## src/rtl/parking_pkg.sv

```systemverilog
// Shared constants and types for the parking-garage elevator scheduler.
// Imported by the interface, the plate FIFO and the scheduler top.
package parking_pkg;

  localparam int QUEUE_DEPTH = 4;
  localparam int PLATE_W     = 16;
  localparam int COUNT_W     = 3;
  localparam int FLOOR_W     = 3;

  localparam logic DIR_PARK     = 1'b0;
  localparam logic DIR_RETRIEVE = 1'b1;

  typedef enum logic [1:0] {
    ST_IDLE  = 2'd0,
    ST_OFFER = 2'd1,
    ST_BUSY  = 2'd2,
    ST_HOLD  = 2'd3
  } state_e;

endpackage

```

## src/rtl/elevator_scheduler_if.sv

```systemverilog
// Request/command bundle between the garage front end (master) and the scheduler (slave).
interface elevator_scheduler_if;
  import parking_pkg::*;

  logic               in_mode;
  logic               out_mode;
  logic [PLATE_W-1:0] license_plate;
  logic               leakage;
  logic [FLOOR_W-1:0] leakage_floor;
  logic               cmd_ready;
  logic               car_done;
  logic               cmd_valid;
  logic               cmd_dir;
  logic [PLATE_W-1:0] cmd_plate;
  logic [COUNT_W-1:0] in_count;
  logic [COUNT_W-1:0] out_count;
  logic               drop;
  logic               hold;
  logic [FLOOR_W-1:0] hold_floor;

  modport master (
    output in_mode, out_mode, license_plate, leakage, leakage_floor, cmd_ready, car_done,
    input  cmd_valid, cmd_dir, cmd_plate, in_count, out_count, drop, hold, hold_floor
  );

  modport slave (
    input  in_mode, out_mode, license_plate, leakage, leakage_floor, cmd_ready, car_done,
    output cmd_valid, cmd_dir, cmd_plate, in_count, out_count, drop, hold, hold_floor
  );

endinterface

```

## src/rtl/plate_fifo.sv

```systemverilog
// Four-entry plate queue with a combinational "plate already queued" match on the push plate.
module plate_fifo
  import parking_pkg::*;
(
  input  logic               clock,
  input  logic               reset,
  input  logic               push_i,
  input  logic [PLATE_W-1:0] pushPlate_i,
  input  logic               pop_i,
  output logic [PLATE_W-1:0] head_o,
  output logic [COUNT_W-1:0] count_o,
  output logic               match_o
);

  localparam int PTR_W = $clog2(QUEUE_DEPTH);

  logic [PLATE_W-1:0]     slot_q [QUEUE_DEPTH];
  logic [QUEUE_DEPTH-1:0] valid_q;
  logic [PTR_W-1:0]       rdPtr_q;
  logic [PTR_W-1:0]       wrPtr_q;
  logic [COUNT_W-1:0]     count_q;
  logic                   pushOk;
  logic                   popOk;

  assign pushOk  = push_i && (count_q != COUNT_W'(QUEUE_DEPTH));
  assign popOk   = pop_i && (count_q != '0);
  assign head_o  = slot_q[rdPtr_q];
  assign count_o = count_q;

  // Per-slot valid bits let the duplicate check ignore stale slot contents.
  always_ff @(posedge clock) begin
    if (!reset) begin
      valid_q <= '0;
      rdPtr_q <= '0;
      wrPtr_q <= '0;
      count_q <= '0;
    end else begin
      if (pushOk) begin
        slot_q[wrPtr_q]  <= pushPlate_i;
        valid_q[wrPtr_q] <= 1'b1;
        wrPtr_q          <= wrPtr_q + PTR_W'(1);
      end
      if (popOk) begin
        valid_q[rdPtr_q] <= 1'b0;
        rdPtr_q          <= rdPtr_q + PTR_W'(1);
      end
      count_q <= count_q + COUNT_W'(pushOk) - COUNT_W'(popOk);
    end
  end

  always_comb begin
    match_o = 1'b0;
    for (int i = 0; i < QUEUE_DEPTH; i++) begin
      if (valid_q[i] && (slot_q[i] == pushPlate_i)) match_o = 1'b1;
    end
  end

endmodule

```

## src/rtl/elevator_scheduler.sv

```systemverilog
// Scheduler top: filters park/retrieve requests into two plate queues and offers
// one elevator command at a time, round-robin between queues, pausing on leaks.
module elevator_scheduler
  import parking_pkg::*;
(
  input  logic                 clock,
  input  logic                 reset,
  elevator_scheduler_if.slave  bus
);

  logic [PLATE_W-1:0] inHead;
  logic [PLATE_W-1:0] outHead;
  logic [COUNT_W-1:0] inCount;
  logic [COUNT_W-1:0] outCount;
  logic               inMatch;
  logic               outMatch;
  logic               plateZero;
  logic               inAccept;
  logic               outAccept;
  logic               inReject;
  logic               outReject;
  logic               popIn;
  logic               popOut;
  logic               serveOut;

  state_e             state_q;
  logic               cmdValid_q;
  logic               cmdDir_q;
  logic [PLATE_W-1:0] cmdPlate_q;
  logic               drop_q;
  logic               hold_q;
  logic [FLOOR_W-1:0] holdFloor_q;
  logic               lastServed_q;

  // Full is judged on the pre-edge count, so a same-edge pop never rescues a push.
  assign plateZero = (bus.license_plate == '0);
  assign inAccept  = bus.in_mode  && !plateZero && !inMatch  && (inCount  != COUNT_W'(QUEUE_DEPTH));
  assign outAccept = bus.out_mode && !plateZero && !outMatch && (outCount != COUNT_W'(QUEUE_DEPTH));
  assign inReject  = bus.in_mode  && !inAccept;
  assign outReject = bus.out_mode && !outAccept;

  assign popIn    = (state_q == ST_OFFER) && bus.cmd_ready && (cmdDir_q == DIR_PARK);
  assign popOut   = (state_q == ST_OFFER) && bus.cmd_ready && (cmdDir_q == DIR_RETRIEVE);
  assign serveOut = (outCount != '0) && ((inCount == '0) || (lastServed_q == DIR_PARK));

  plate_fifo u_inFifo (
    .clock       (clock),
    .reset       (reset),
    .push_i      (inAccept),
    .pushPlate_i (bus.license_plate),
    .pop_i       (popIn),
    .head_o      (inHead),
    .count_o     (inCount),
    .match_o     (inMatch)
  );

  plate_fifo u_outFifo (
    .clock       (clock),
    .reset       (reset),
    .push_i      (outAccept),
    .pushPlate_i (bus.license_plate),
    .pop_i       (popOut),
    .head_o      (outHead),
    .count_o     (outCount),
    .match_o     (outMatch)
  );

  always_ff @(posedge clock) begin
    if (!reset) begin
      state_q      <= ST_IDLE;
      cmdValid_q   <= 1'b0;
      cmdDir_q     <= DIR_PARK;
      cmdPlate_q   <= '0;
      drop_q       <= 1'b0;
      hold_q       <= 1'b0;
      holdFloor_q  <= '0;
      lastServed_q <= DIR_PARK;
    end else begin
      drop_q <= inReject || outReject;
      if (bus.leakage) holdFloor_q <= bus.leakage_floor;
      case (state_q)
        ST_IDLE: begin
          if (bus.leakage) begin
            state_q <= ST_HOLD;
            hold_q  <= 1'b1;
          end else if ((inCount != '0) || (outCount != '0)) begin
            state_q    <= ST_OFFER;
            cmdValid_q <= 1'b1;
            cmdDir_q   <= serveOut ? DIR_RETRIEVE : DIR_PARK;
            cmdPlate_q <= serveOut ? outHead : inHead;
          end
        end
        // Leakage cannot withdraw a command already on offer.
        ST_OFFER: begin
          if (bus.cmd_ready) begin
            state_q      <= ST_BUSY;
            cmdValid_q   <= 1'b0;
            lastServed_q <= cmdDir_q;
          end
        end
        ST_BUSY: begin
          if (bus.car_done) begin
            state_q <= bus.leakage ? ST_HOLD : ST_IDLE;
            hold_q  <= bus.leakage;
          end
        end
        ST_HOLD: begin
          if (!bus.leakage) begin
            state_q <= ST_IDLE;
            hold_q  <= 1'b0;
          end
        end
        default: begin
          state_q    <= ST_IDLE;
          cmdValid_q <= 1'b0;
          hold_q     <= 1'b0;
        end
      endcase
    end
  end

  assign bus.cmd_valid  = cmdValid_q;
  assign bus.cmd_dir    = cmdDir_q;
  assign bus.cmd_plate  = cmdPlate_q;
  assign bus.in_count   = inCount;
  assign bus.out_count  = outCount;
  assign bus.drop       = drop_q;
  assign bus.hold       = hold_q;
  assign bus.hold_floor = holdFloor_q;

endmodule

```

## src/flat_wrapper.sv

```systemverilog
// flat-port wrapper written by rule: the top's interface ports become plain ports
module elevator_scheduler_flat import parking_pkg::*;
  (clock, reset, bus_in_mode, bus_out_mode, bus_license_plate, bus_leakage, bus_leakage_floor, bus_cmd_ready, bus_car_done, bus_cmd_valid, bus_cmd_dir, bus_cmd_plate, bus_in_count, bus_out_count, bus_drop, bus_hold, bus_hold_floor);
  elevator_scheduler_if bus_i ();
  input  logic clock;
  input  logic reset;
  input wire logic [$bits(bus_i.in_mode)-1:0] bus_in_mode;
  input wire logic [$bits(bus_i.out_mode)-1:0] bus_out_mode;
  input wire logic [$bits(bus_i.license_plate)-1:0] bus_license_plate;
  input wire logic [$bits(bus_i.leakage)-1:0] bus_leakage;
  input wire logic [$bits(bus_i.leakage_floor)-1:0] bus_leakage_floor;
  input wire logic [$bits(bus_i.cmd_ready)-1:0] bus_cmd_ready;
  input wire logic [$bits(bus_i.car_done)-1:0] bus_car_done;
  output wire logic [$bits(bus_i.cmd_valid)-1:0] bus_cmd_valid;
  output wire logic [$bits(bus_i.cmd_dir)-1:0] bus_cmd_dir;
  output wire logic [$bits(bus_i.cmd_plate)-1:0] bus_cmd_plate;
  output wire logic [$bits(bus_i.in_count)-1:0] bus_in_count;
  output wire logic [$bits(bus_i.out_count)-1:0] bus_out_count;
  output wire logic [$bits(bus_i.drop)-1:0] bus_drop;
  output wire logic [$bits(bus_i.hold)-1:0] bus_hold;
  output wire logic [$bits(bus_i.hold_floor)-1:0] bus_hold_floor;
  assign bus_i.in_mode = bus_in_mode;
  assign bus_i.out_mode = bus_out_mode;
  assign bus_i.license_plate = bus_license_plate;
  assign bus_i.leakage = bus_leakage;
  assign bus_i.leakage_floor = bus_leakage_floor;
  assign bus_i.cmd_ready = bus_cmd_ready;
  assign bus_i.car_done = bus_car_done;
  assign bus_cmd_valid = bus_i.cmd_valid;
  assign bus_cmd_dir = bus_i.cmd_dir;
  assign bus_cmd_plate = bus_i.cmd_plate;
  assign bus_in_count = bus_i.in_count;
  assign bus_out_count = bus_i.out_count;
  assign bus_drop = bus_i.drop;
  assign bus_hold = bus_i.hold;
  assign bus_hold_floor = bus_i.hold_floor;
  elevator_scheduler u_core (.clock(clock), .reset(reset), .bus(bus_i));
endmodule
```

## config.mk

```make
export PLATFORM = sky130hd
export DESIGN_NAME = elevator_scheduler_flat
export DESIGN_NICKNAME = d
export VERILOG_FILES = /design/src/rtl/parking_pkg.sv /design/src/rtl/elevator_scheduler_if.sv /design/src/rtl/plate_fifo.sv /design/src/rtl/elevator_scheduler.sv /design/src/flat_wrapper.sv
export SDC_FILE = /design/constraint.sdc
export NUM_CORES = 1
export LEC_CHECK = 0
export CORE_MARGIN = 1.5
export CORE_UTILIZATION = 50
export CTS_CLUSTER_DIAMETER = 30
export CTS_CLUSTER_SIZE = 16
export DETAILED_ROUTE_END_ITERATION = 12
export GPL_ROUTABILITY_DRIVEN = 0
export PLACE_DENSITY_LB_ADDON = 0.05
export SYNTH_ARGS = -nofsm -noshare
export SYNTH_HDL_FRONTEND = slang
export SYNTH_SLANG_ARGS = --single-unit
```

## constraint.sdc

```tcl
create_clock -name clock -period 3.5 [get_ports clock]
set_input_delay 0.7 -clock clock [delete_from_list [all_inputs] [get_ports clock]]
set_output_delay 0.7 -clock clock [all_outputs]
set_load 0.03 [all_outputs]
```

; ---- Word level (Yosys, flattened, before mapping)
; Memory sizes are Yosys's and may differ from the RTL's. A register that Yosys moved wholly into a read port is not among the register bits.
; Index checks and enable logic that the tools add are counted.
[classes]
eq_ne = 20
reduce_logical = 48
magnitude_cmp = 8
mux = 49
n_addsub = 8
bitwise = 9
[ops]
columns = cell, count
row1 = $eq 16x16->1, 8
row2 = $logic_and 1x1->1, 28
row3 = $mux 1, 25
row4 = $mux 4, 6
row5 = $mux 2, 10
row6 = $logic_not 16->1, 1
row7 = $mux 16, 1
row8 = $lt 2x3->1 const B, 4
row9 = $reduce_and 4->1, 3
row10 = $ne 2x2->1 const B, 5
row11 = $reduce_bool 3->1, 3
row12 = $add 2x1->2 const B, 4
row13 = $and 4x4->4, 2
row14 = $demux 1 s2, 4
row15 = $ge 2x1->1 const B, 4
row16 = $not 4->4, 2
row17 = $or 4x4->4, 2
row18 = $pmux 2 s4, 1
row19 = $add 3x1->3, 2
row20 = $ne 3x3->1 const B, 2
row21 = $sub 3x1->3, 2
row22 = $logic_not 1->1, 5
row23 = $eq 2x2->1 const B, 2
row24 = $logic_not 3->1, 1
row25 = 11 further kinds, 15
[word_totals]
out_inout_bits = 29
register_bits = 48
input_bits = 26
wordCells = 160
n_memories = 2
mem_bits_rw = 128
[memory_table]
columns = name, words, word_bits, rd, rd_clocked_by_memory_dff, wr, line_no
row1 = u_core.u_inFifo.slot_q, 4, 16, 5, 1, 1, plate_fifo.sv:17  ; logic [PLATE_W-1:0] slot_q [QUEUE_DEPTH];
row2 = u_core.u_outFifo.slot_q, 4, 16, 5, 1, 1, plate_fifo.sv:17

; ---- Logic depth before layout (Yosys ltp)
; Gate-level depths: netlist of run 1.
[depth]
ltp_word = 14
ltp_mapped = 14
depth_no_buf = 12

; ---- By module
; Synthesis of run 1 repeated with hierarchy kept, for this count alone.
[hier_totals]
hier_cells = 662
area_unflattened_um2 = 8742.1
[modules_own_cells]
columns = module, area_per_inst_um2, cells_each, instances, seq_area_each_um2
row1 = plate_fifo (u_core.u_inFifo), 3739.8, 256, 1, 2182.1
row2 = plate_fifo (u_core.u_outFifo), 3728.6, 255, 1, 2182.1
row3 = elevator_scheduler, 1273.7, 151, 1, 520.5

; ---- Worst setup path after synthesis of run 1
; No wires, ideal clock.
[synth_path]
path_kind = in2reg
startpoint = input bus_license_plate[4]
endpoint = register u_core.u_inFifo.count_q[2], in the netlist u_core.u_inFifo.count_o[2]
setup_time_ns = 0.128
path_slack_ns = 0.500
stages = 14
required_ns = 3.372
t_arrival_ns = 2.872
cell_sequence = buf_4 > xnor2_1 > nand4_1 > nor4_1 > a31oi_1 > and3_1 > buf_6 > xor2_1 > ha_1 > inv_1 > fa_1 > xor2_1 > xnor2_1 > nor2_1
[synth_between]
elab_chain_cells = 12
elab_cells_between_ends = 21
cone_classes = add/sub: 2 / eq/ne: 4 / mux: 4 / reduce/logical: 11
[synth_lines]
columns = item, line_no
row1 = start: declaration, flat_wrapper.sv:9  ; input wire logic [$bits(bus_i.license_plate)-1:0] bus_license_plate;
row2 = $eq 16x16->1, plate_fifo.sv:54  ; if (valid_q[i] && (slot_q[i] == pushPlate_i)) match_o = 1'b1;
row3 = $logic_and 1x1->1, plate_fifo.sv:54
row4 = $mux 1 (4 in a row), plate_fifo.sv:54
row5 = $logic_not 1->1, elevator_scheduler.sv:37  ; assign inAccept = bus.in_mode && !plateZero && !inMatch && (inCount != COUNT_W'(QUEUE_DEPTH));
row6 = $logic_and 1x1->1 (*) (2 in a row), elevator_scheduler.sv:37
row7 = $logic_and 1x1->1 (*), plate_fifo.sv:25  ; assign pushOk = push_i && (count_q != COUNT_W'(QUEUE_DEPTH));
row8 = $add 3x1->3 (*), plate_fifo.sv:47  ; count_q <= count_q + COUNT_W'(pushOk) - COUNT_W'(popOk);
row9 = $sub 3x1->3 (*), plate_fifo.sv:47
row10 = end signal: assignment, plate_fifo.sv:47
row11 = end: declaration, plate_fifo.sv:21  ; logic [COUNT_W-1:0] count_q;
; Every way passes the cells marked *; elsewhere a longest branch is shown, timed or not.
; A chain may end at the register's enable or synchronous reset.

; ---- Final worst setup path of run 1
[layout_path]
startpoint = input bus_license_plate[12]
endpoint = register u_core.u_outFifo.count_q[2], in the netlist u_core.u_outFifo.count_o[2]
[layout_between]
elab_chain_cells = 12
elab_cells_between_ends = 21
cone_classes = add/sub: 2 / eq/ne: 4 / mux: 4 / reduce/logical: 11
[layout_lines]
columns = item, line_no
row1 = $eq 16x16->1, plate_fifo.sv:54
row2 = $logic_and 1x1->1, plate_fifo.sv:54
row3 = $mux 1 (4 in a row), plate_fifo.sv:54
row4 = $logic_not 1->1, elevator_scheduler.sv:38  ; assign outAccept = bus.out_mode && !plateZero && !outMatch && (outCount != COUNT_W'(QUEUE_DEPTH));
row5 = $logic_and 1x1->1 (*) (2 in a row), elevator_scheduler.sv:38
row6 = $logic_and 1x1->1 (*), plate_fifo.sv:25
row7 = $add 3x1->3 (*), plate_fifo.sv:47
row8 = $sub 3x1->3 (*), plate_fifo.sv:47
row9 = end signal: assignment, plate_fifo.sv:47
row10 = end: declaration, plate_fifo.sv:21
; Marks and branches as above.

==> flow_summary.json, run 1 <==
{
  "status": "finished, final reports clean",
  "instances_no_fill": 968,
  "dp_hpwl_um": 16180,
  "holdPathStages": 2,
  "yosysSeqAreaShare": 0.5645,
  "vias": 5542,
  "crit_chain": "clkdlybuf4s50_1 -> buf_6 -> xnor2_2 -> nand4_1 -> nor4_2 -> buf_4 -> a31oi_1 -> and3_1 -> xor2_1 -> ha_1 -> inv_1 -> fa_1 -> xor2_1 -> xnor2_1 -> nor2_1",
  "max_stage_delay_ns": 0.41,
  "crit_family": "simple AND/OR/NAND/NOR gates",
  "first_global_vias": 5498,
  "drc_errors": 0,
  "worst-path-stages": 15,
  "crit_required_ns": 3.81,
  "setup_violations": 0,
  "grt_first_pass_wirelength_um": 33530,
  "cts_hold_buffers": 0,
  "final_common_cell": "edfxtp_1",
  "worst_slew_pin_slew_ns": 1.028,
  "syn_to_final_growth_pct": 23.92,
  "avgSynthCellArea_sq_um": 13.98,
  "cts.clk_slew.worst_paths_ns": 0.06,
  "avgViaCountPerCell": 5.725,
  "numCtsBuffers": 17,
  "n_fill_cell": 1296,
  "cts_htree_levels": 4,
  "synth-seq-cells": 180,
  "r2r.worst_path.cells": 14,
  "io_pins": 55,
  "numPortBuffers": 54,
  "internal-power_uw": 4222,
  "combPwrFrac": 0.256,
  "dieArea_sq_um": 18110,
  "holdCritPathClass": "reg2reg",
  "yosysUniqueCellTypes": 39,
  "cp_slowest_cell": "clkdlybuf4s50_1",
  "criticalPathCategory": "in2reg",
  "grt_antenna_before_repair": 1,
  "drt_iter0_drc": 524,
  "dp.cells": 935,
  "root_buffer": "clkbuf_16",
  "rsz0062_at_grt": "no",
  "yosysTopAreaCell": "edfxtp_1",
  "arrival_ns": 3.62,
  "cts.path.max_buffers": 2,
  "path_buf_inv": 4,
  "crit_path_frequent_cell": "xor2_1",
  "placement_rows": 47,
  "routed_wl_um": 22220,
  "clock-sinks": 180,
  "die_w_um": 134.6,
  "ant_nets": 0,
  "cts_tree": "built",
  "grt_max_degree": 35,
  "power_density_nw_per_um2": 561.2,
  "period_needed_ns": 3.308,
  "power_uw": 6018,
  "post_cts_buffers": 0,
  "pwr-share-clk": 0.306,
  "grt.overflow.total": 0,
  "syn-num-nets": 665,
  "core_area_sq_um": 16760,
  "syn_area_sq_um": 8653,
  "synth_area_leaders": "edfxtp_1 44%, xnor2_1 13%, dfxtp_1 12%",
  "worstPathMaxFanout": 8,
  "finalCritPeriodShare": 0.9452,
  "finalHoldViolCount": 0,
  "initial_core_util": 0.5163,
  "first_pass_iters": 5,
  "swShare": 0.2985,
  "die-height_um": 134.6,
  "irDropWorstVdd_v": 0.0003741,
  "clock_latency_ns": 0.43,
  "fmax_ghz": 0.3023,
  "grt_util_all_layers": 0.2588,
  "drive_above_1_share": 0.2088,
  "skew_ns": 0.01005,
  "cap_violations": 0,
  "slew_violations": 0,
  "cp-end-kind": "register",
  "mostFrequentLayoutCells": "128 x edfxtp_1, 125 x xnor2_1, 59 x buf_4",
  "wire_per_inst_um": 22.96,
  "slew-limit-headroom": 0.3139,
  "cp-start-kind": "input port",
  "ys_warn_count": 0,
  "power_frac_seq": 0.438,
  "nNetsFinal": 780,
  "synth_top_cell_area_share": 0.4442,
  "power_switching_uw": 1796,
  "postSynthCellCount": 619,
  "p_leak_uw": 0.003676
}
## per-stage QoR
stage                 util  setup slack, ns  TNS, ns  area (sq um)  hold slack, ns
floorplan                -           0.5004        0          8653          0.4363
global placement    0.5973          -0.4679   -10.14         10010          0.4479
detailed placement  0.5973          -0.5046   -11.94         10010          0.4571
CTS                 0.6325          0.03387        0         10600          0.4666
global route        0.6396          0.01449        0         10720          0.5062
finish              0.6398           0.1918        0         10720          0.4672
## cells in the mapped netlist
cell type    n
a211oi_1    24
a21oi_1      4
a221oi_1     1
a31oi_1      3
a32oi_1      2
a41oi_1      8
and2_0       1
and2_1       4
and3_1      10
buf_1        2
buf_2        4
buf_4        6
buf_6       14
clkbuf_1    12
dfxtp_1     52
edfxtp_1   128
fa_1         2
ha_1        18
inv_1       14
mux2i_1     26
mux4_2      32
nand2_1     14
nand2b_1     1
nand3_1     12
nand3b_1     1
nand4_1     25
nor2_1      36
nor2_2       1
nor2b_1      2
nor3_1       3
nor3_2       1
nor4_1      12
nor4_4       1
o21ai_0      5
o21bai_1     1
o22ai_1      1
or2_2        1
xnor2_1    131
xor2_1       4
## flip-flops by register name, indices dropped and copies added (netlist names), named ones only
name	count
u_core.u_outFifo.wrPtr_q	2
u_core.u_outFifo.valid_q	4
u_core.u_outFifo.count_o	3
u_core.u_inFifo.wrPtr_q	2
u_core.bus.cmd_valid	1
u_core.state_q	2
u_core.u_inFifo.count_o	3
u_core.u_inFifo.slot_q	64
u_core.bus.cmd_plate	16
u_core.u_inFifo.valid_q	4
u_core.u_outFifo.slot_q	64
u_core.bus.cmd_dir	1
u_core.u_outFifo.rdPtr_q	2
u_core.lastServed_q	1
u_core.bus.drop	1
u_core.bus.hold	1
u_core.bus.hold_floor	3
u_core.u_inFifo.rdPtr_q	2
## path summary, 6_finish.rpt
kind | start | endpoint | slack (ns)
worst min register to register | u_core.lastServed_q | u_core.lastServed_q | 0.47
worst max-delay path | bus_license_plate[12] | u_core.u_outFifo.count_o[2] | 0.19
worst max register to register | u_core.u_inFifo.slot_q[3][13] | u_core.u_inFifo.count_o[2] | 0.60
worst min-delay path | u_core.lastServed_q | u_core.lastServed_q | 0.47
## logic make-up after synthesis
group,share of synthesized area
flip-flops,0.5645
XOR/XNOR,0.1366
AND/OR/NAND/NOR,0.07606
multiplexers,0.1134
buffers and inverters,0.03788
AO/OA/AOI/OAI,0.04092
adder cells (fa/ha/maj),0.03065
## tightest hold or removal path, stage by stage, from the launching register on
cell and delay [ns]:
dfxtp_1 0.31, nand2_1 0.05, a21oi_1 0.06
## layout make-up
type / instances / area [sq um] / share of cell area
antenna: 1 / 2.502 / 0.0002334
clock buffer: 24 / 525.5 / 0.04901
clock inverter: 8 / 45.04 / 0.004201
sequential: 180 / 4885 / 0.4555
tap: 220 / 275.3 / 0.02567
inverter: 14 / 52.55 / 0.004901
timing repair buffer: 134 / 1381 / 0.1288
multi-input combinational: 387 / 3556 / 0.3316
## what timing repair did
item                                    CTS  global route
pin swaps                                 0             7
endpoints found under the setup margin    1             2
resized for setup                         3            21
## per-layer routing
| layer | GRT usage | vias up | share of wire |
|---|---|---|---|
| met2 | 0.4217 | 220 | 0.49 |
| li1 | - | 2525 | - |
| met1 | 0.3514 | 2769 | 0.43 |
| met4 | 0.08363 | 0 | 0.015 |
| met3 | 0.05143 | 28 | 0.071 |
| met5 | 0 | - | 0 |
## power groups by stage
stage | Combinational [uW] | Sequential [uW] | Clock (uW)
global route | 1650 | 2660 | 1930
detailed placement | 1530 | 2680 | 0
global placement | 1520 | 2670 | 0
finish | 1540 | 2640 | 1840
floorplan | 794 | 2810 | 0
CTS | 1540 | 2640 | 1850
(Power assumes the default switching activity.)
==> run 2: changes to the inputs <==
--- a/config.mk
+++ b/config.mk
@@ -5,8 +5,10 @@
 export SDC_FILE = /design/constraint.sdc
 export NUM_CORES = 1
 export LEC_CHECK = 0
+export ABC_CLOCK_PERIOD_IN_PS = 3500
 export CORE_MARGIN = 1.5
 export CORE_UTILIZATION = 50
+export CTS_BUF_LIST = sky130_fd_sc_hd__clkbuf_16
 export CTS_CLUSTER_DIAMETER = 30
 export CTS_CLUSTER_SIZE = 16
 export DETAILED_ROUTE_END_ITERATION = 12
==> flow_summary.json, run 2 (synthesized netlist as in run 1, its figures left out) <==
{
  "wl_met2_um": 10760,
  "grt.overflow.total": 0,
  "first_pass_iters": 7,
  "post_cts_buffers": 0,
  "numCtsBuffers": 17,
  "vias": 5515,
  "initial_core_util": 0.5163,
  "routed_wl_um": 22240,
  "drc_errors": 0,
  "die_w_um": 134.6,
  "cp_slowest_cell": "clkdlybuf4s50_1",
  "crit_required_ns": 3.81,
  "drive_above_1_share": 0.2075,
  "power_frac_seq": 0.441,
  "wire_per_inst_um": 22.98,
  "final_common_cell": "edfxtp_1",
  "internal-power_uw": 4191,
  "root_buffer": "clkbuf_16",
  "drt_iter0_drc": 491,
  "r2r.worst_path.cells": 14,
  "grt_first_pass_wirelength_um": 33550,
  "cts.path.max_buffers": 2,
  "placement_rows": 47,
  "cts.clk_slew.worst_paths_ns": 0.06,
  "criticalPathCategory": "in2reg",
  "finalCritPeriodShare": 0.9486,
  "grt_antenna_before_repair": 1,
  "worstPathMaxFanout": 13,
  "cap_violations": 0,
  "core_area_sq_um": 16760,
  "cp-start-kind": "input port",
  "die-height_um": 134.6,
  "combPwrFrac": 0.257,
  "fin_area_sq_um": 10710,
  "dieArea_sq_um": 18110,
  "holdCritPathClass": "reg2reg",
  "nNetsFinal": 780,
  "fmax_ghz": 0.3012,
  "p_leak_uw": 0.003683,
  "pwr-share-clk": 0.302,
  "place_area_sq_um": 10010,
  "grt_util_all_layers": 0.2589,
  "drt-met1-wl_um": 9695,
  "cp-end-kind": "register",
  "irDropWorstVdd_v": 0.0003708,
  "grt_max_degree": 35,
  "finalHoldViolCount": 0,
  "numPortBuffers": 54,
  "skew_ns": 0.01026,
  "syn_to_final_growth_pct": 23.80,
  "clock-sinks": 180,
  "cts_htree_levels": 4,
  "highest_layer": "met4",
  "power_uw": 5984,
  "wl_met3_um": 1405,
  "n_fill_cell": 1300,
  "clock_latency_ns": 0.43,
  "holdPathStages": 2,
  "avgViaCountPerCell": 5.697,
  "mostFrequentLayoutCells": "128 x edfxtp_1, 125 x xnor2_1, 59 x buf_4",
  "crit_chain": "clkdlybuf4s50_1 -> buf_12 -> xnor2_1 -> nand4_1 -> nor4_1 -> a32oi_1 -> and3_1 -> xor2_1 -> ha_1 -> inv_1 -> fa_1 -> xor2_1 -> xnor2_1 -> nor2_1",
  "status": "finished, final reports clean",
  "final_core_util": 0.6392,
  "slew-limit-headroom": 0.3154,
  "period_needed_ns": 3.320,
  "rsz0062_at_grt": "no",
  "first_global_vias": 5477,
  "worst_slew_pin_slew_ns": 1.026,
  "io_pins": 55,
  "cts_tree": "built",
  "arrival_ns": 3.63,
  "power_switching_uw": 1793,
  "max_stage_delay_ns": 0.45,
  "setup_violations": 0,
  "dp_hpwl_um": 16180,
  "slew_violations": 0,
  "swShare": 0.2996,
  "power_density_nw_per_um2": 558.6,
  "ant_nets": 0
}
## run 2: changes by cell type in the layout (fill, tap and decap cells not counted)
cell      delta
clkbuf_1     -3
inv_1        +3
clkinv_1     +1
clkbuf_8     -1
## run 2: routing by layer
metal / track usage / vias to the layer above
met5: 0 / -
met4: 0.08184 / 0
met3: 0.05143 / 30
met2: 0.4214 / 190
met1: 0.3526 / 2774
li1: - / 2521
## run 2: power by group through the flow
stage | Clock (uW) | Combinational, uW | Sequential [uW]
2_1_floorplan | 0 | 794 | 2810
4_1_cts | 1820 | 1540 | 2640
5_1_grt | 1900 | 1650 | 2660
6_report | 1810 | 1540 | 2640
3_3_place_gp | 0 | 1520 | 2670
3_5_place_dp | 0 | 1530 | 2680
## run 2: critical path: cells and delay by family
family / cells / cell delay (ns)
buf+inv: 3 / 0.67
fa+ha+maj: 2 / 0.53
simple gates: 4 / 0.82
xor+xnor: 4 / 0.78
compound gates: 1 / 0.12
## run 2: path summary, 6_finish.rpt
path	start	to	slack, ns
hold reg to reg	u_core.lastServed_q	u_core.lastServed_q	0.47
setup / recovery	bus_license_plate[14]	u_core.u_outFifo.count_o[2]	0.18
hold / removal	u_core.lastServed_q	u_core.lastServed_q	0.47
setup reg to reg	u_core.u_inFifo.slot_q[3][13]	u_core.u_inFifo.count_o[2]	0.59
## run 2: repair_timing
item | in CTS | in global routing
hold buffers | 0 | 0
hold endpoints to repair | 0 | 0
cloned | 0 | 0
endpoints found under the setup margin | 1 | 2
pin swaps | 0 | 7
resized for setup | 3 | 21
## run 2: area by class of cell
class | count | area (sq um) | area share
Sequential cell | 180 | 4885 | 0.4560
Multi-Input combinational cell | 387 | 3556 | 0.3319
Timing Repair Buffer | 134 | 1381 | 0.1289
Clock buffer | 20 | 500.5 | 0.04672
Tap cell | 220 | 275.3 | 0.02569
Clock inverter | 12 | 60.06 | 0.005606
Inverter | 14 | 52.55 | 0.004905
Antenna cell | 1 | 2.502 | 0.0002336
## run 2: metrics by stage
stage / std cells / worst slack [ns] / hold slack (ns) / setup TNS [ns]
2_1_floorplan: 619 / 0.5004 / 0.4363 / 0
3_3_place_gp: 935 / -0.4679 / 0.4479 / -10.14
3_5_place_dp: 935 / -0.5046 / 0.4571 / -11.94
4_1_cts: 967 / 0.03502 / 0.4666 / 0
5_1_grt: 967 / 0.01339 / 0.5062 / 0
6_report: 968 / 0.1800 / 0.4678 / 0
==> RTL edit 1, RTL diff (settings of run 1) <==
Re-encode `state_e` (4 states) as one-hot, 4 bits wide.
--- a/src/rtl/parking_pkg.sv
+++ b/src/rtl/parking_pkg.sv
@@ -11,9 +11,9 @@
   localparam logic DIR_RETRIEVE = 1'b1;
 
-  typedef enum logic [1:0] {
-    ST_IDLE  = 2'd0,
-    ST_OFFER = 2'd1,
-    ST_BUSY  = 2'd2,
-    ST_HOLD  = 2'd3
+  typedef enum logic [3:0] {
+    ST_IDLE  = 4'b0001,
+    ST_OFFER = 4'b0010,
+    ST_BUSY  = 4'b0100,
+    ST_HOLD  = 4'b1000
   } state_e;
 
Function: no difference found for any inputs over 4 cycles, from zero or initial values and one cycle with reset low; so few cycles prove little.
==> RTL edit 1 against run 1 <==
Wire length is 5.2% lower; count of clock-buffer cells in the layout is 2 lower; sequential cell count is 2 higher; synthesized cell count is 5.7% higher; area after synthesis is 2.0% higher; design area is 2.1% higher; combinational power is 10% higher; power is 5.8% higher; worst hold slack better by 15 ps; die area is 1.9% higher; worst setup slack worse by 21 ps; critical endpoint unchanged; highest routed layer unchanged.
==> RTL edit 1: results (changes against run 1) <==
* Layout fillers at 1332 (+2.8%)
* Status: complete, no violations
* Min-Delay Endpoint: u_core.bus.hold
* Vias per inst at 5.650 (-1.3%)
* Tot GR Track Use at 0.2404 (-0.01842)
* Post-detail-place hpwl at 15.12 mm (-6.6%)
* Met1 WL at 9.286 mm (-2.3%)
* 1st-iter DRT viols at 503 (-4.0%)
* DRT Pass-1 Iters at 4 (-1)
* Avg WL per Cell at 21.21 µm (-7.6%)
* Sw frac at 0.3109 (+0.01242)
* Routed wl met2 at 10.42 mm (-3.6%)
* Max FO, Critical Path at 6 (-2)
* First-pass GRT wire length at 32.30 mm (-3.7%)
* Synth Net Count at 701 (+5.4%)
* Post-Place Worst Slack at -522.9 ps (-18.30 ps)
* Leakage at 3.786 nW (+3.0%)
* Post-Synthesis Cells at 654 (+5.7%)
* Combinational power share at 0.267 (+0.011)
* Largest net degree at the start of global routing at 39 (+11%)
* Diode count at 0 (-1)
* Critical R2R Launch: u_core.u_inFifo.slot_q[3][15]
* Hold Path Origin: u_core.bus.hold
* Initial antenna violation count at 0 (-1)
* CTS resizes at 1 (-2)
* Port Buffers at 54 (unchanged)
* Grt met3 use at 0.03766 (-0.01377)
* Hold depth at 1 (-1)
* Hold Slack at 481.9 ps (+14.73 ps)
* Synth cell types at 51 (+31%)
* Top cells by area, synth: edfxtp_1 (44%), dfxtp_1 (12%), xnor2_1 (10%), mux4_2 (8.2%), xor2_1 (3.6%)
* Share of the yosys chip area belonging to registers at 0.5580 (-0.006507)
* Clk_skew at 8.409 ps (-1.639 ps)
* VDD IR max at 0.3662 mV (-2.1%)
* Setup repair bufs after CTS at 0 (unchanged)
* Worst-Margin Slew at 952.6 ps (-75.09 ps)
* Fin cells at 993 (+2.6%)
* Placed instance area at 10160 µm² (+1.5%)
* Routed wl met3 at 967 µm (-39%)
* Largest delay share family, worst path: buffers and inverters
* Setup slack, reg-to-reg at 660 ps (+60 ps)
* Clock Latency Late Sink at 440 ps
* Fin nets at 802 (+2.8%)
* Synth top cells by count: edfxtp_1 (128), xnor2_1 (101), dfxtp_1 (54), nor2_1 (38), xor2_1 (36)
* Pint at 4.388 mW (+4.0%)
* Final worst slack at 171.0 ps (-20.79 ps)
* M1 GR Usage at 0.3260 (-0.02534)
* Dpl cells at 953 (+1.9%)
* CP startpoint: bus_license_plate[15]
* Clk network pwr share at 0.303 (-0.003)
* Cells on worst reg2reg path at 13 (-1)
* Layout cells sized above 1 at 0.2096 (+0.0008001)
* Clock transition at path regs at 60 ps (about the same)
* YS warnings at 0 (unchanged)
* Vias in the first global route at 5628 (+2.4%)
* Met2 usage at 0.4002 (-0.02148)
RTL edit 1: kinds of logic (layout without fill, tap and decap cells):
family / after synthesis / after routing / share of synthesized area
buffers and inverters: 57 / 171 / 0.03005
adder cells (fa/ha/maj): 21 / 21 / 0.03147
multiplexers: 57 / 57 / 0.1100
flip-flops: 182 / 182 / 0.5580
AO/OA/AOI/OAI: 58 / 58 / 0.04537
XOR/XNOR: 137 / 137 / 0.1360
AND/OR/NAND/NOR: 142 / 142 / 0.08917
RTL edit 1: final cells by class:
| class | count | area, µm² | area share |
|---|---|---|---|
| clock buffer | 22 | 521.8 | 0.04766 |
| tap | 225 | 281.5 | 0.02571 |
| multi-input combinational | 415 | 3752 | 0.3427 |
| timing repair buffer | 125 | 1338 | 0.1222 |
| clock inverter | 10 | 77.57 | 0.007086 |
| inverter | 14 | 52.55 | 0.004800 |
| sequential | 182 | 4925 | 0.4498 |
==> RTL edit 2, RTL diff (flow settings as in run 1) <==
Without the edit above. The package constant `QUEUE_DEPTH` goes from 4 to 2.
--- a/src/rtl/parking_pkg.sv
+++ b/src/rtl/parking_pkg.sv
@@ -3,5 +3,5 @@
 package parking_pkg;
 
-  localparam int QUEUE_DEPTH = 4;
+  localparam int QUEUE_DEPTH = 2;
   localparam int PLATE_W     = 16;
   localparam int COUNT_W     = 3;
Check against the original RTL: not equivalent (a bounded check fails within 4 cycles, from zero or initial values and one cycle with reset low).
==> RTL edit 2 against run 1 <==
First-iteration DRC count fell by 64%; area after synthesis shrank 42%; via count fell by 38%; clock power down 56%; worst hold slack improved by 4.2 ps; power decreased by 44%; sequential cell count is 74 lower; wire length shrank 47%; design area is 42% lower; worst setup slack worse by 82 ps; largest cell class unchanged.
==> RTL edit 2: results (changes against run 1) <==
* Status: complete, no violations
* Inverters at 12 (-2)
* CTS Buf Count at 9 (-8)
* Layout cells sized above 1 at 0.1768 (-0.03202)
* Number of synthesized flops with an enable pin at 64 (-50%)
* Vias per inst at 5.341 (-6.7%)
* Post-Place Worst Slack at -378.4 ps (+126.2 ps)
* Worst relative slew slack at 0.1894 (-0.1245)
* Final non-clock buffer share at 0.1493 (+0.02043)
* Nonclk buf count at 101 (-25%)
* Clock Latency Late Sink at 380 ps (-50 ps)
* Multi-In Gates at 274 (-29%)
* Area occupied by multi-input gates at 2098 µm² (-41%)
* Post-detail-place hpwl at 8.144 mm (-50%)
* Largest delay share family, worst path: buffers and inverters
* Fin nets at 535 (-31%)
* Initial antenna violation count at 0 (-1)
* CP max stage delay at 560 ps (+150 ps)
* Placed instance area at 5948 µm² (-41%)
* Worst EP arrival at 3640 ps (+20 ps)
* Share of the yosys chip area belonging to registers at 0.5482 (-0.01633)
* Max FO, Critical Path at 6 (-2)
* Avg WL per Cell at 18.39 µm (-20%)
* Vias in the first global route at 3281 (-40%)
* Maximum clock frequency at 295.0 MHz (-2.4%)
* Via count at 3429 (-38%)
* Leakage at 2.190 nW (-40%)
* VDD IR max at 0.2378 mV (-36%)
* Grt met3 use at 0.03629 (-0.01514)
* Setup slack, reg-to-reg at 570 ps (-30 ps)
* Synth Net Count at 457 (-31%)
* M1 GR Usage at 0.3333 (-0.01805)
* Clock transition at path regs at 100 ps (+40 ps)
* First-pass GRT wire length at 18.15 mm (-46%)
* Hold Path Origin: u_core.bus.cmd_valid
* # clk buffers at 12 (-50%)
* Top cells by area, synth: edfxtp_1 (38%), dfxtp_1 (17%), xor2_1 (7.1%), xnor2_1 (5.0%), mux2i_1 (4.4%)
* DRT Pass-1 Iters at 4 (-1)
* Synth cell types at 43 (+10%)
* Clk_skew at 13.65 ps (+3.606 ps)
* Mapped Avg Cell Area at 11.83 µm² (-15%)
* Final Util at 0.6347 (-0.005126)
* Tot GR Track Use at 0.2361 (-0.02271)
* Clock root buffer master: clkbuf_8
* Seq cells post-synth at 106 (-41%)
* Diode count at 0 (-1)
* Layout fillers at 820 (-37%)
* 1st-iter DRT viols at 187 (-64%)
* CP startpoint: bus_license_plate[1]
* Hold Slack at 471.4 ps (+4.186 ps)
* Htree depth at 3 (-1)
* Synth top cells by count: edfxtp_1 (64), dfxtp_1 (42), xor2_1 (41), nor2_1 (35), xnor2_1 (29)
* Critical R2R Launch: u_core.u_outFifo.slot_q[1][11]
* Clock network contribution to total cell area at 0.03308 (-0.02013)
* Met2 usage at 0.3761 (-0.04558)
* Dpl cells at 625 (-33%)
-- RTL edit 2: changes by cell type in the layout (fill, tap and decap cells not counted), sizes merged, moves of 19 or more --
cell,run 1,this run
xor2,4,42
buf,80,47
edfxtp,128,64
xnor2,131,29
nand4,25,6
mux4,32,0
-- RTL edit 2: worst paths after layout --
kind / to / cells past startpoint
worst max register to register: u_core.u_outFifo.count_o[2] / 14
worst min-delay path: u_core.bus.cmd_valid / 2
worst max-delay path: u_core.u_outFifo.count_o[2] / 15
worst min register to register: u_core.bus.cmd_valid / 2
-- RTL edit 2: report_power, final --
group | switching [mW] | internal [mW] | leakage (nW) | total (mW)
logic | 0.575 | 0.411 | 1.15 | 0.986
registers | 0.105 | 1.46 | 0.931 | 1.56
clock network | 0.411 | 0.402 | 0.104 | 0.814
-- RTL edit 2: what timing repair did --
| action | in CTS | in global routing |
|---|---|---|
| gates resized for setup | 0 | 9 |
| setup endpoints to repair | 0 | 2 |
| setup buffers | 0 | 1 |
-- RTL edit 2: tightest hold or removal path: cells and delay by family, from the launching register on --
family / cells / cell delay (ps)
AO/OA/AOI/OAI: 1 / 50
flip-flops: 1 / 320
AND/OR/NAND/NOR: 1 / 50
-- RTL edit 2: logic make-up (layout without fill, tap and decap cells) --
family                     count (synthesis)  count (layout)  synth area share
AOI/OAI and AO/OA                         70              70            0.1090
xor gates and xnor gates                  71              71            0.1249
adders and majority gates                  5               5           0.01539
buffers and inverters                     46             129           0.04791
DFF                                      106             106            0.5482
muxes                                     22              22           0.04369
and+or+nand+nor                          106             106            0.1110
-- RTL edit 2: routing by layer --
| layer | up-vias | part of all wire |
|---|---|---|
| li1 | 1667 | - |
| met1 | 1684 | 0.48 |
| met4 | 0 | 0.014 |
| met3 | 12 | 0.036 |
| met5 | - | 0 |
| met2 | 66 | 0.47 |
